===== src/rtl/sram_arbiter_pkg.sv =====
// Shared definitions for the two-into-one SRAM port arbiter: source IDs and size encodings.
// The build macro SRAM_ARB_RR_EN (common macro.vh) selects round-robin arbitration in sram_arbiter.
package sram_arbiter_pkg;

  typedef logic src_id_t;

  localparam src_id_t SRC_INST = 1'b0;
  localparam src_id_t SRC_DATA = 1'b1;

  localparam logic [1:0] SIZE_BYTE = 2'd0;
  localparam logic [1:0] SIZE_HALF = 2'd1;
  localparam logic [1:0] SIZE_WORD = 2'd2;

endpackage


===== src/rtl/sram_arb_fifo.sv =====
// In-order 1-bit FIFO holding the source ID of every accepted request until its response returns.
// DEPTH must be a power of two so the pointers wrap naturally.
module sram_arb_fifo #(
  parameter int DEPTH = 4
) (
  input  logic clk,
  input  logic resetn,
  input  logic push,
  input  logic din,
  input  logic pop,
  output logic head,
  output logic full,
  output logic empty
);

  localparam int AW = $clog2(DEPTH);
  localparam int CW = AW + 1;
  localparam logic [CW-1:0] FULL_CNT = CW'(DEPTH);

  logic [DEPTH-1:0] slots;
  logic [AW-1:0]    wr_ptr;
  logic [AW-1:0]    rd_ptr;
  logic [CW-1:0]    count;

  always_ff @(posedge clk or negedge resetn) begin
    if (!resetn) begin
      slots  <= '0;
      wr_ptr <= '0;
      rd_ptr <= '0;
      count  <= '0;
    end else begin
      if (push) begin
        slots[wr_ptr] <= din;
        wr_ptr        <= wr_ptr + 1'b1;
      end
      if (pop) begin
        rd_ptr <= rd_ptr + 1'b1;
      end
      case ({push, pop})
        2'b10:   count <= count + 1'b1;
        2'b01:   count <= count - 1'b1;
        default: count <= count;
      endcase
    end
  end

  assign head  = slots[rd_ptr];
  assign full  = (count == FULL_CNT);
  assign empty = (count == '0);

endmodule


===== src/rtl/sram_arbiter.sv =====
// Shares one SRAM-like port between the inst and data requesters; responses are routed in order.
// Define SRAM_ARB_RR_EN for round-robin arbitration; otherwise data has fixed priority over inst.
module sram_arbiter
  import sram_arbiter_pkg::*;
#(
  parameter int ADDR_W     = 32,
  parameter int DATA_W     = 32,
  parameter int OUTS_DEPTH = 4
) (
  input  logic              clk,
  input  logic              resetn,

  input  logic              inst_req,
  input  logic              inst_wr,
  input  logic [1:0]        inst_size,
  input  logic [3:0]        inst_wstrb,
  input  logic [ADDR_W-1:0] inst_addr,
  input  logic [DATA_W-1:0] inst_wdata,
  output logic              inst_addr_ok,
  output logic              inst_data_ok,
  output logic [DATA_W-1:0] inst_rdata,

  input  logic              data_req,
  input  logic              data_wr,
  input  logic [1:0]        data_size,
  input  logic [3:0]        data_wstrb,
  input  logic [ADDR_W-1:0] data_addr,
  input  logic [DATA_W-1:0] data_wdata,
  output logic              data_addr_ok,
  output logic              data_data_ok,
  output logic [DATA_W-1:0] data_rdata,

  output logic              mem_req,
  output logic              mem_wr,
  output logic [1:0]        mem_size,
  output logic [3:0]        mem_wstrb,
  output logic [ADDR_W-1:0] mem_addr,
  output logic [DATA_W-1:0] mem_wdata,
  input  logic              mem_addr_ok,
  input  logic              mem_data_ok,
  input  logic [DATA_W-1:0] mem_rdata
);

  src_id_t grant;
  src_id_t lock_src;
  src_id_t head;
  logic    lock_v;
  logic    gnt_req;
  logic    full;
  logic    empty;
  logic    mem_hs;
  logic    pop;
  logic    resp_err;

`ifdef SRAM_ARB_RR_EN
  src_id_t last_src;

  always_ff @(posedge clk or negedge resetn) begin
    if (!resetn) begin
      last_src <= SRC_INST;
    end else if (mem_hs) begin
      last_src <= grant;
    end
  end
`endif

  // A stalled address phase keeps its grant so the request never changes under the slave.
  always_comb begin
    grant = SRC_INST;
    if (lock_v) begin
      grant = lock_src;
`ifdef SRAM_ARB_RR_EN
    end else if (inst_req && data_req) begin
      grant = ~last_src;
`endif
    end else if (data_req) begin
      grant = SRC_DATA;
    end
  end

  always_comb begin
    if (grant == SRC_DATA) begin
      gnt_req   = data_req;
      mem_wr    = data_wr;
      mem_size  = data_size;
      mem_wstrb = data_wstrb;
      mem_addr  = data_addr;
      mem_wdata = data_wdata;
    end else begin
      gnt_req   = inst_req;
      mem_wr    = inst_wr;
      mem_size  = inst_size;
      mem_wstrb = inst_wstrb;
      mem_addr  = inst_addr;
      mem_wdata = inst_wdata;
    end
  end

  // No full-bypass: a pop in the same cycle does not free a slot for this cycle's request.
  assign mem_req      = resetn & gnt_req & ~full;
  assign mem_hs       = mem_req & mem_addr_ok;
  assign inst_addr_ok = mem_hs & (grant == SRC_INST);
  assign data_addr_ok = mem_hs & (grant == SRC_DATA);

  assign pop          = resetn & mem_data_ok & ~empty;
  assign inst_data_ok = pop & (head == SRC_INST);
  assign data_data_ok = pop & (head == SRC_DATA);
  assign inst_rdata   = (head == SRC_INST) ? mem_rdata : '0;
  assign data_rdata   = (head == SRC_DATA) ? mem_rdata : '0;

  always_ff @(posedge clk or negedge resetn) begin
    if (!resetn) begin
      lock_v   <= 1'b0;
      lock_src <= SRC_INST;
    end else if (mem_hs) begin
      lock_v   <= 1'b0;
    end else if (mem_req) begin
      lock_v   <= 1'b1;
      lock_src <= grant;
    end
  end

  // Sticky marker for a response that arrived with nothing outstanding.
  always_ff @(posedge clk or negedge resetn) begin
    if (!resetn) begin
      resp_err <= 1'b0;
    end else if (mem_data_ok && empty) begin
      resp_err <= 1'b1;
    end
  end

  sram_arb_fifo #(
    .DEPTH (OUTS_DEPTH)
  ) u_fifo (
    .clk    (clk),
    .resetn (resetn),
    .push   (mem_hs),
    .din    (grant),
    .pop    (pop),
    .head   (head),
    .full   (full),
    .empty  (empty)
  );

endmodule


===== config.mk =====
export PLATFORM = sky130hd
export DESIGN_NAME = sram_arbiter
export DESIGN_NICKNAME = d
export VERILOG_FILES = /design/src/rtl/sram_arbiter_pkg.sv /design/src/rtl/sram_arb_fifo.sv /design/src/rtl/sram_arbiter.sv
export SDC_FILE = /design/constraint.sdc
export NUM_CORES = 1
export LEC_CHECK = 0
export ABC_AREA = 1
export ABC_CLOCK_PERIOD_IN_PS = 1900
export BUFFER_PORTS_ARGS = -buffer_cell sky130_fd_sc_hd__buf_2
export CORE_AREA = 4 4 124 126
export DETAILED_ROUTE_END_ITERATION = 7
export DIE_AREA = 0 0 128 130
export PLACE_DENSITY = 0.57
export SKIP_CTS_REPAIR_TIMING = 1
export SYNTH_ARGS = -nofsm -noshare
export SYNTH_HDL_FRONTEND = slang
export SYNTH_HIERARCHICAL = 1
export SYNTH_SLANG_ARGS = --single-unit

===== constraint.sdc =====
create_clock -name clk -period 1.9 [get_ports clk]
set_input_delay 0.19 -clock clk [delete_from_list [all_inputs] [get_ports clk]]
set_output_delay 0.19 -clock clk [all_outputs]
set_load 0.02 [all_outputs]

Word-level counts from Yosys, hierarchy flattened --
Index checks and enable logic that the tools add are counted.
Word-level totals: input bits 180, output and inout port bits 140, bits in registers 13
Operators by class: add/sub/neg operators 4, mux-type cells 18, bitwise logic cells 14, equality and inequality tests 3, order comparisons 3, reductions and logical operators 5
Operator list (number):
- $mux 32 | 4
- $and 1x1->1 | 9
- $mux 1 | 8
- $lt 2x3->1 const B | 2
- $pmux 3 s2 | 1
- $not 1->1 | 5
- $add 2x1->2 const B | 2
- $bwmux 4 | 1
- $mux 4 | 1
- $reduce_bool 2->1 | 2
- $add 3x1->3 const B | 1
- $eq 3x3->1 const B | 1
- $logic_not 3->1 | 1
- $sub 3x1->3 const B | 1
- $bmux 1 s2 | 1
- $demux 1 s2 | 1
- $eq 2x1->1 const B | 1
- $eq 2x2->1 const B | 1
- $ge 2x1->1 const B | 1
- $mux 2 | 1
- $reduce_and 2->1 | 1
- $logic_and 1x1->1 | 1

Longest topological paths before layout --
Gate-level depths: netlist of run 1.
depth in word-level cells 8, gate-level depth with buffers 16, mapped depth without buffers 15

Cells and area by module --
Netlist of run 1, hierarchy kept.
By module, submodules not included:
- sram_arbiter | times used 1, seq. area each 50.0 um^2, area each 1586.5 um^2, cells an instance 394
- sram_arb_fifo | times used 1, seq. area each 275.3 um^2, area each 583.1 um^2, cells an instance 65

Worst setup path after synthesis of run 1 --
Ideal clock, no wire load.
path kind register to register, from register u_fifo.count[1], to register u_fifo.count[2], data arrival time 1.809 ns, clock period less this slack 1.926 ns, path slack -0.026 ns, library setup time 0.117 ns, cell stages (with the launch flop) 14, required time 1.783 ns, cells stage by stage dfrtp_1 -> nor3_1 -> nor2_1 -> nand3_1 -> inv_1 -> buf_4 -> inv_1 -> ha_1 -> inv_1 -> fa_1 -> nand2_1 -> nand3_1 -> nand2_1 -> nand2_1
On the way: longest elaborated chain between the ends 6
Ends and longest elaborated chain:
- start: declaration | line sram_arb_fifo.sv:23 | logic [CW-1:0] count;
- start signal: assignment | line sram_arb_fifo.sv:40 | 2'b10: count <= count + 1'b1;
- start signal: assignment | line sram_arb_fifo.sv:41 | 2'b01: count <= count - 1'b1;
- start signal: assignment | line sram_arb_fifo.sv:42 | default: count <= count;
- $eq 3x3->1 * | line sram_arb_fifo.sv:48 | assign full = (count == FULL_CNT);
- named net full | line sram_arbiter.sv:49 | logic full;
- $not 1->1 * | line sram_arbiter.sv:100 | assign mem_req = resetn & gnt_req & ~full;
- $and 1x1->1 * | line sram_arbiter.sv:100
- $and 1x1->1 * | line sram_arbiter.sv:101 | assign mem_hs = mem_req & mem_addr_ok;
- named net mem_hs | line sram_arbiter.sv:51 | logic mem_hs;
- $eq 2x1->1 / $eq 2x2->1 (equally long branches) | line sram_arb_fifo.sv:39 | case ({push, pop})
- $pmux 3 s2 / $reduce_bool 2->1 (equally long branches)
Mark *: on every way through the listed nets, which the timed path passes. The rest lies on a longest branch. A chain may end at the register's enable or synchronous reset.

Worst setup path after layout of run 1 --
from register lock_v, to output port mem_addr[31]
On the way: longest elaborated chain between the ends 2
Ends and longest elaborated chain:
- start: declaration | line sram_arbiter.sv:47 | logic lock_v;
- start signal: assignment | line sram_arbiter.sv:113 | lock_v <= 1'b0;
- start signal: assignment | line sram_arbiter.sv:116 | lock_v <= 1'b0;
- start signal: assignment | line sram_arbiter.sv:118 | lock_v <= 1'b1;
- $mux 1 | line sram_arbiter.sv:70 | if (lock_v) begin
- $mux 32 | line sram_arbiter.sv:82 | if (grant == SRC_DATA) begin
- end: declaration | line sram_arbiter.sv:37 | output logic [ADDR_W-1:0] mem_addr,
No other way between the ends.

==> results.ini, run 1 <==
[outcome]
status = finished clean

[logic_synthesis]
synth_largest_area_cell = nand2_1
yosys-top-cells-area = nand2_1 47%, dfrtp_1 15%, inv_1 15%, nor2_1 6.4%, buf_4 3.1%
synth.distinct_cells = 20
seq_area_frac_synth = 0.150
netlist_instances = 459
avgSynthCellArea_um2 = 4.73
synth_xor_area_frac = 0.0161
synth_top_family_by_area = simple AND/OR/NAND/NOR gates
synth_area_um2 = 2170
ys_seq_elements = 13
synth.area.mux_share = 0
synth_compound_area_frac = 0.0231
synth_nets = 645
synthSimpleGateAreaFrac = 0.559
synth_top_area_frac = 0.467
synthAdderAreaFrac = 0.0381
yosys_warnings = 6

[global_route]
grt_use_total = 0.105
grt_pass1_vias = 3029
overflow = 0
grt_start_max_net_pins = 75
antenna_found_initial = 1
grt_pass1_wl_um = 14300

[critical_path]
cp-start-kind = flip-flop
cp.required_ps = 1710
r2r_end = u_fifo/count[1]$_DFFE_PN0P_
reg2reg_from = u_fifo/count[2]$_DFFE_PN0P_
worstSetupEndpointType = output pin
cp_max_fo = 74
worstSetupPathType = reg -> out
crit_chain = inv_2 > nand2_2 > nand2_2 > buf_12 > nand2_1 > nand2_1 > buf_2
critPathArrivalTime_ps = 1600
critPathMaxStageDelay_ps = 400
crit_family = buffers and inverters
cp.buffers_inverters = 3
r2r_cells = 10
crit_slowest_cell = dfrtp_1
reg2reg_slack_ps = 150

[die]
start_util = 0.152
rows = 44
die_w_um = 128
dieHeight_um = 130
core_area_um2 = 14300
io_pins = 320
dieArea_um2 = 16600

[detailed_routing]
routedWlPerCell_um = 11.1
finalWirelength_um = 10600
dr.first_iter.drc_count = 130
detail_route.first_pass.iterations = 4
remaining_drc_errors = 0
vias_per_cell = 3.72
postRouteAntennaNets = 0
vias = 3567

[pwr]
powerDensity_nw_per_um2 = 1560
vdd_drop_max_uv = 615
p_leak_nw = 3.07

[clock_network]
cts_buffers = 3
clk_latency_ps = 240
clockRootBuffer = clkbuf_16
clk_pin_slew_worst_paths_ps = 40
cts_max_level = 1
cts_buffer_depth = 2
clkSinkCount = 13
tritoncts = done

[finish]
final_common_cell = buf_2
antenna_cells = 0
nets = 961
stdcell_area_um2 = 4150
final_cell_mix = 319 x buf_2, 265 x nand2_1, 80 x inv_1
area_growth_pct = 91.1
drive_gt1_frac = 0.461
regArea_um2 = 325
fillCellCount = 1659
stdcell_count = 958
multi_input_area_um2 = 1440

[sta]
final-hold-violation-count = 0
fin_crit_sh = 0.940
max_freq_ghz = 0.560
slew_violations = 0
min_period_ps = 1790
finalSetupViolCount = 0
max-slew-margin-rel = 0.792
worstMarginPinSlew_ps = 313
setup_tns_ps = 0
clock_skew_ps = 4.45
rsz0062_at_grt = false

[min_path]
hp-start = mem_addr_ok
holdPathStages = 4
holdCritPathClass = in -> reg
hold_path_end = lock_src$_DFFE_PN0P_

[placement]
dpl.cell_count = 951
dpl-instance-area_um2 = 3990
dp_hpwl_um = 9120
io_buffers = 319
gp_congestion = 0.731

[run]
cap_violations = 0

==> cell families after synthesis <==
group	count (synthesis)
AND/OR/NAND/NOR	318
flip-flops	13
AO/OA/AOI/OAI	9
buffers and inverters	109
adder cells (fa/ha/maj)	6
XOR/XNOR	4
==> layout make-up <==
class | instances | area share
timing repair buffer | 334 | 0.423
tap | 184 | 0.0555
inverter | 86 | 0.0779
clock buffer | 4 | 0.0190
multi-input combinational | 337 | 0.346
sequential | 13 | 0.0785
==> worst max path at each step <==
| stage | from | endpoint | slack (ps) | cells past startpoint |
|---|---|---|---|---|
| 5_1_grt | lock_v$_DFFE_PN0P_ | mem_size[1] | 2 | 7 |
| 2_1_floorplan | u_fifo/count[2]$_DFFE_PN0P_ | u_fifo/count[1]$_DFFE_PN0P_ | -4 | 11 |
| 6_report | lock_v$_DFFE_PN0P_ | mem_addr[31] | 110 | 7 |
| 3_5_place_dp | lock_v$_DFFE_PN0P_ | u_fifo/count[1]$_DFFE_PN0P_ | -50 | 10 |
| 3_3_place_gp | lock_v$_DFFE_PN0P_ | u_fifo/count[1]$_DFFE_PN0P_ | 40 | 10 |
| 4_1_cts | lock_v$_DFFE_PN0P_ | u_fifo/count[1]$_DFFE_PN0P_ | -40 | 10 |
==> flip-flops by register name, indices dropped and copies added, names as in the netlist <==
register	flops
u_fifo/rd_ptr	2
u_fifo/wr_ptr	2
lock_src	1
u_fifo/count	3
u_fifo/slots	4
lock_v	1
==> through the flow <==
stage | setup WS, ps | utilization | total power (W) | hold WS, ps
5_1_grt | 1.66 | 0.290 | 0.00709 | 310
3_5_place_dp | -54.3 | 0.279 | 0.00605 | 152
3_3_place_gp | 43.4 | 0.279 | 0.00607 | 147
4_1_cts | -40.1 | 0.284 | 0.00648 | -109
2_1_floorplan | -4.37 | - | 0.00422 | -106
6_report | 114 | 0.290 | 0.00649 | 282
==> power by group <==
part	leakage [nW]	internal, W	switching, W
Sequential	0.160	0.000410	0.000118
Combinational	2.87	0.00182	0.00375
Clock	0.0382	0.000283	0.000114
Total	3.07	0.00251	0.00398
==> routing by layer <==
| layer | up-vias | global-route usage | wire length (um) |
|---|---|---|---|
| met5 | - | 0 | 13 |
| met4 | 2 | 0.0300 | 98 |
| met3 | 6 | 0.0336 | 1150 |
| met2 | 160 | 0.185 | 5300 |
| met1 | 1473 | 0.124 | 4040 |
| li1 | 1926 | - | - |
==> synthesized netlist by cell type, drive strengths merged <==
| cell type | n |
|---|---|
| ha | 5 |
| clkbuf | 2 |
| nand2 | 272 |
| xor2 | 3 |
| buf | 21 |
| nand4 | 2 |
| nor2 | 37 |
| fa | 1 |
| nand3 | 4 |
| o21ai | 7 |
| inv | 86 |
| dfrtp | 13 |
| o211ai | 2 |
| xnor2 | 1 |
| nor3 | 3 |
==> worst min-delay path, delay by kind of cell <==
family / cells / cell delay, ps
and+or+nand+nor: 2 / 130
buffers and inverters: 2 / 160
Note: power is estimated with default switching activity, not from simulation.
==> inputs of run 2 (changes only) <==
Settings changed: CORE_AREA 4 4 124 126 to 4 4 121 123, DIE_AREA 0 0 128 130 to 0 0 125 127, PLACE_DENSITY 0.57 to 0.58, SYNTH_HIERARCHICAL 1 to unset.
==> results.ini, run 2 <==
[outcome]
status = finished clean

[pwr]
p_leak_nw = 2.83
powerDensity_nw_per_um2 = 1630
power.total_w = 0.00669
vdd_drop_max_uv = 548

[sta]
max-slew-margin-rel = 0.783
finalSetupViolCount = 0
worstMarginPinSlew_ps = 325
clock_skew_ps = 1.66
rsz0062_at_grt = true
final-hold-violation-count = 0
min_period_ps = 1830
slew_violations = 0
timing.final.ws_setup_ps = 74.6
fin_crit_sh = 0.961
max_freq_ghz = 0.548

[detailed_routing]
postRouteAntennaNets = 0
detail_route.first_pass.iterations = 4
routedWlPerCell_um = 10.7
remaining_drc_errors = 0
vias = 3523
finalWirelength_um = 9960
vias_per_cell = 3.80
dr.first_iter.drc_count = 223

[min_path]
holdCritPathClass = in -> reg
holdPathStages = 3

[global_route]
grt_pass1_vias = 3148
grt-busiest-layer = met2
globalRouteMet1Util = 0.134
overflow = 0
grt_start_max_net_pins = 43
antenna_found_initial = 0
grt_pass1_wl_um = 14900
use_met2 = 0.196
grt_use_met3 = 0.0213
grt_use_total = 0.109

[placement]
place_ws_ps = -30.0
dpl.cell_count = 918
dpl-instance-area_um2 = 3940
dp_hpwl_um = 8460
io_buffers = 319
gp_congestion = 0.846

[critical_path]
worstSetupPathType = reg -> reg
cp.required_ps = 2070
cp-start-kind = flip-flop
critPathArrivalTime_ps = 1990
cp_max_fo = 2
worstSetupEndpointType = flip-flop
r2r_cells = 9

[logic_synthesis]
synthAdderAreaFrac = 0.0389
seq_area_frac_synth = 0.153
synth_area_um2 = 2120
synth_compound_area_frac = 0.0242
yosys-top-cells-area = nand2_1 42%, dfrtp_1 15%, nor2_1 13%, inv_1 7.2%, buf_2 3.5%
ys_seq_elements = 13
synthArstFlopShare = 1.00
synth_nets = 612
synthSimpleGateAreaFrac = 0.623
synth.distinct_cells = 23
synth_xor_area_frac = 0.0124
synth_largest_area_cell = nand2_1
synth.area.mux_share = 0
yosysMostFrequentCell = nand2_1
synth_flop_cell = dfrtp_1
synth_edf_count = 0
synthTopCellsByCount = 235 x nand2_1, 72 x nor2_1, 41 x inv_1, 15 x buf_2, 13 x dfrtp_1
netlist_instances = 426
synth_top_family_by_area = simple AND/OR/NAND/NOR gates
yosys_warnings = 0
avgSynthCellArea_um2 = 4.98
synth_top_area_frac = 0.415

[run]
cap_violations = 0

[clock_network]
clk_pin_slew_worst_paths_ps = 50
cts_max_level = 1
clkSinkCount = 13
tritoncts = done
cts_buffers = 3
clockRootBuffer = clkbuf_16
cts_buffer_depth = 2
clk_latency_ps = 240

[die]
die_w_um = 125
io_pins = 320
rows = 43
start_util = 0.155
dieArea_um2 = 15900
dieHeight_um = 127
core_area_um2 = 13700

[finish]
drive_gt1_frac = 0.488
stdcell_area_um2 = 4110
final_common_cell = buf_2
final_cell_mix = 318 x buf_2, 234 x nand2_1, 71 x nor2_1
nets = 935
antenna_cells = 0
layout_top_registers = u_fifo.slots: 4 flops, u_fifo.count: 3 flops
stdcell_count = 928
area_growth_pct = 93.5
largest_reg_flops = 4
top_register = u_fifo.slots

## run 2: cell count changes after synthesis, moves of 4 or more
cell	previous run	this run
inv_1	84	41
nand2_1	270	235
nor2_1	37	72
buf_4	9	3
nand4_1	2	8
nand2_4	0	5
buf_2	11	15
## run 2: where the power goes
| part | switching (W) | internal (W) | total, W |
|---|---|---|---|
| Sequential | 0.0000987 | 0.000410 | 0.000508 |
| Combinational | 0.00391 | 0.00187 | 0.00578 |
| Clock | 0.000116 | 0.000283 | 0.000399 |
| Total | 0.00412 | 0.00256 | 0.00669 |
## run 2: metrics by stage
stage	utilization	hold WS, ps	setup TNS, ps
finish	0.301	319	0
global route	0.301	351	-103
CTS	0.294	-92.7	-228
detailed placement	0.288	163	-30.0
global placement	0.288	162	0
floorplan	-	-106	0
## run 2: area by class of cell
class / instances / area, um2
fillers: 1564 / 9560
repair buffers: 340 / 1790
multi-input cells: 345 / 1510
flip-flops and latches: 13 / 325
well taps: 180 / 225
inverters: 46 / 180
clock buffers: 4 / 78.8
## run 2: critical path, stage by stage (launching register included)
cell	delay, ps
dfrtp_1	370
buf_4	130
nand2_2	100
nand3_4	110
a21oi_4	190
nand2_4	80
ha_4	160
inv_2	70
fa_2	420
o21ai_1	130
## run 2: path summary, 6_finish.rpt
check	from	endpoint	slack, ps
max	lock_src$_DFFE_PN0P_	u_fifo.count[1]$_DFFE_PN0P_	70
min	mem_addr_ok	u_fifo.slots[1]$_DFFE_PN0P_	320
max reg2reg	lock_src$_DFFE_PN0P_	u_fifo.count[1]$_DFFE_PN0P_	70
min reg2reg	u_fifo.slots[1]$_DFFE_PN0P_	u_fifo.slots[1]$_DFFE_PN0P_	480
max in group asynchronous	resetn	u_fifo.wr_ptr[0]$_DFFE_PN0P_	1310
min in group asynchronous	resetn	u_fifo.slots[1]$_DFFE_PN0P_	460
## run 2: metal layers
metal | up-vias | wire, um
li1 | 1890 | -
met1 | 1449 | 3960
met2 | 171 | 4990
met3 | 13 | 869
met4 | 0 | 142
met5 | - | 0
## run 2: cell families after synthesis
group           Yosys count
simple gates            328
buf+inv                  68
flops                    13
compound gates            8
fa+ha+maj                 6
xor+xnor                  3
==> inputs of run 3 (changes only) <==
Settings changed: ABC_CLOCK_PERIOD_IN_PS 1900 to 1800, CORE_AREA 4 4 121 123 to 4 4 122 124, DIE_AREA 0 0 125 127 to 0 0 126 128, PLACE_DENSITY 0.58 to 0.56.
Clock period 1.9 ns to 1.8 ns, I/O delays scaled along.
==> results.ini, run 3 (synthesis gave the netlist of run 2 again) <==
[outcome]
status = finished clean

[detailed_routing]
vias_per_cell = 3.81
wl_met2_um = 5240
dr.first_iter.drc_count = 185
dr_wl_met3_um = 973
finalWirelength_um = 10200
remaining_drc_errors = 0
detail_route.first_pass.iterations = 5
postRouteAntennaNets = 0
vias = 3543
topRoutingLayerUsed = met4
routedWlPerCell_um = 11.0
wl_met1_um = 3880

[sta]
clock_skew_ps = 3.53
slew_violations = 0
timing.hold.ws_ps = 310
max-slew-margin-rel = 0.846
final-hold-violation-count = 0
max_freq_ghz = 0.562
min_period_ps = 1780
fin_crit_sh = 0.988
finalSetupViolCount = 0
worstMarginPinSlew_ps = 231
rsz0062_at_grt = true

[die]
start_util = 0.154
io_pins = 320
dieHeight_um = 128
core_area_um2 = 13800
dieArea_um2 = 16100
die_w_um = 126
rows = 43

[clock_network]
clockRootBuffer = clkbuf_16
clkSinkCount = 13
tritoncts = done
cts_buffers = 3
clk_latency_ps = 240
cts_buffer_depth = 2
clk_pin_slew_worst_paths_ps = 50
cts_max_level = 1

[global_route]
antenna_found_initial = 0
overflow = 0
grt_pass1_wl_um = 14400
grt_start_max_net_pins = 37
grt_use_total = 0.105
grt_pass1_vias = 3021

[min_path]
hp-start = mem_addr_ok
holdCritPathClass = in -> reg

[pwr]
p_comb_frac = 0.867
power.total_w = 0.00719
vdd_drop_max_uv = 525
pwr-share-clk = 0.059
powerDensity_nw_per_um2 = 1730
switching_power_w = 0.00437
p_int_w = 0.00282
swShare = 0.608
seq_power_share = 0.074
p_leak_nw = 2.85

[finish]
top_register = u_fifo.slots
final_common_cell = buf_2
antenna_cells = 0
nets = 936
drive_gt1_frac = 0.491
stdcell_area_um2 = 4160
largest_reg_flops = 4
layout_top_registers = u_fifo.slots: 4 flops, u_fifo.count: 3 flops
final_cell_mix = 319 x buf_2, 234 x nand2_1, 71 x nor2_1
area_growth_pct = 96.0
finalCoreUtilization = 0.302

[placement]
io_buffers = 319
dpl-instance-area_um2 = 3960
gp_congestion = 0.793
dp_hpwl_um = 8530

[run]
cap_violations = 0

[critical_path]
cp-start-kind = flip-flop
reg2reg_from = u_fifo.count[0]$_DFFE_PN0P_
cp.required_ps = 1920
worstSetupEndpointType = flip-flop
critPathArrivalTime_ps = 1900
reg2reg_slack_ps = 20
cp_max_fo = 2
worstSetupStartpoint = u_fifo.count[0]$_DFFE_PN0P_
worstSetupPathType = reg -> reg

[run 3: changes by cell type in the layout (fill, tap and decap cells not counted), sizes merged]
cell | before | now
clkbuf | 4 | 5
[run 3: power by group through the flow]
stage / sequential [W] / combinational [W] / clock [W]
after detailed placement: 0.000536 / 0.00601 / 0
after global routing: 0.000554 / 0.00681 / 0.000456
after global placement: 0.000536 / 0.00604 / 0
after CTS: 0.000534 / 0.00602 / 0.000430
after floorplan: 0.000519 / 0.00410 / 0
final: 0.000535 / 0.00623 / 0.000421
[run 3: final cells by class]
class / instances / area [um2]
fillers: 1555 / 9610
multi-input cells: 345 / 1520
well taps: 180 / 225
inverters: 46 / 183
repair buffers: 341 / 1830
clock buffers: 4 / 78.8
flip-flops and latches: 13 / 325
[run 3: worst max-delay path, cell delays in order, from the launching register on]
cell	delay (ps)
dfrtp_1	380
nor2_2	140
nand2_1	90
nand2_2	100
a21oi_4	50
nand2_4	80
ha_4	130
inv_4	30
fa_2	340
a21oi_2	110
o21ai_1	80
xor2_1	140
[run 3: metal layers]
layer	GRT usage	vias up
li1	-	1895
met3	0.0217	7
met2	0.194	175
met5	0	-
met1	0.126	1466
met4	0.0208	0
[run 3: worst paths after layout]
path | to | depth (start not counted)
min reg2reg | u_fifo.slots[0]$_DFFE_PN0P_ | 2
min in group asynchronous | u_fifo.count[2]$_DFFE_PN0P_ | 3
max reg2reg | u_fifo.count[2]$_DFFE_PN0P_ | 11
max in group asynchronous | u_fifo.slots[0]$_DFFE_PN0P_ | 3
max | u_fifo.count[2]$_DFFE_PN0P_ | 11
min | u_fifo.slots[2]$_DFFE_PN0P_ | 3
[run 3: through the flow]
| step | cells | TNS (ps) | worst slack (ps) |
|---|---|---|---|
| after floorplan | 426 | -23.8 | -23.8 |
| after global placement | 917 | 0 | 20.6 |
| after detailed placement | 917 | -14.5 | -14.5 |
| after CTS | 921 | -1350 | -64.3 |
| after global routing | 929 | -38.8 | -38.8 |
| final | 929 | 0 | 21.5 |
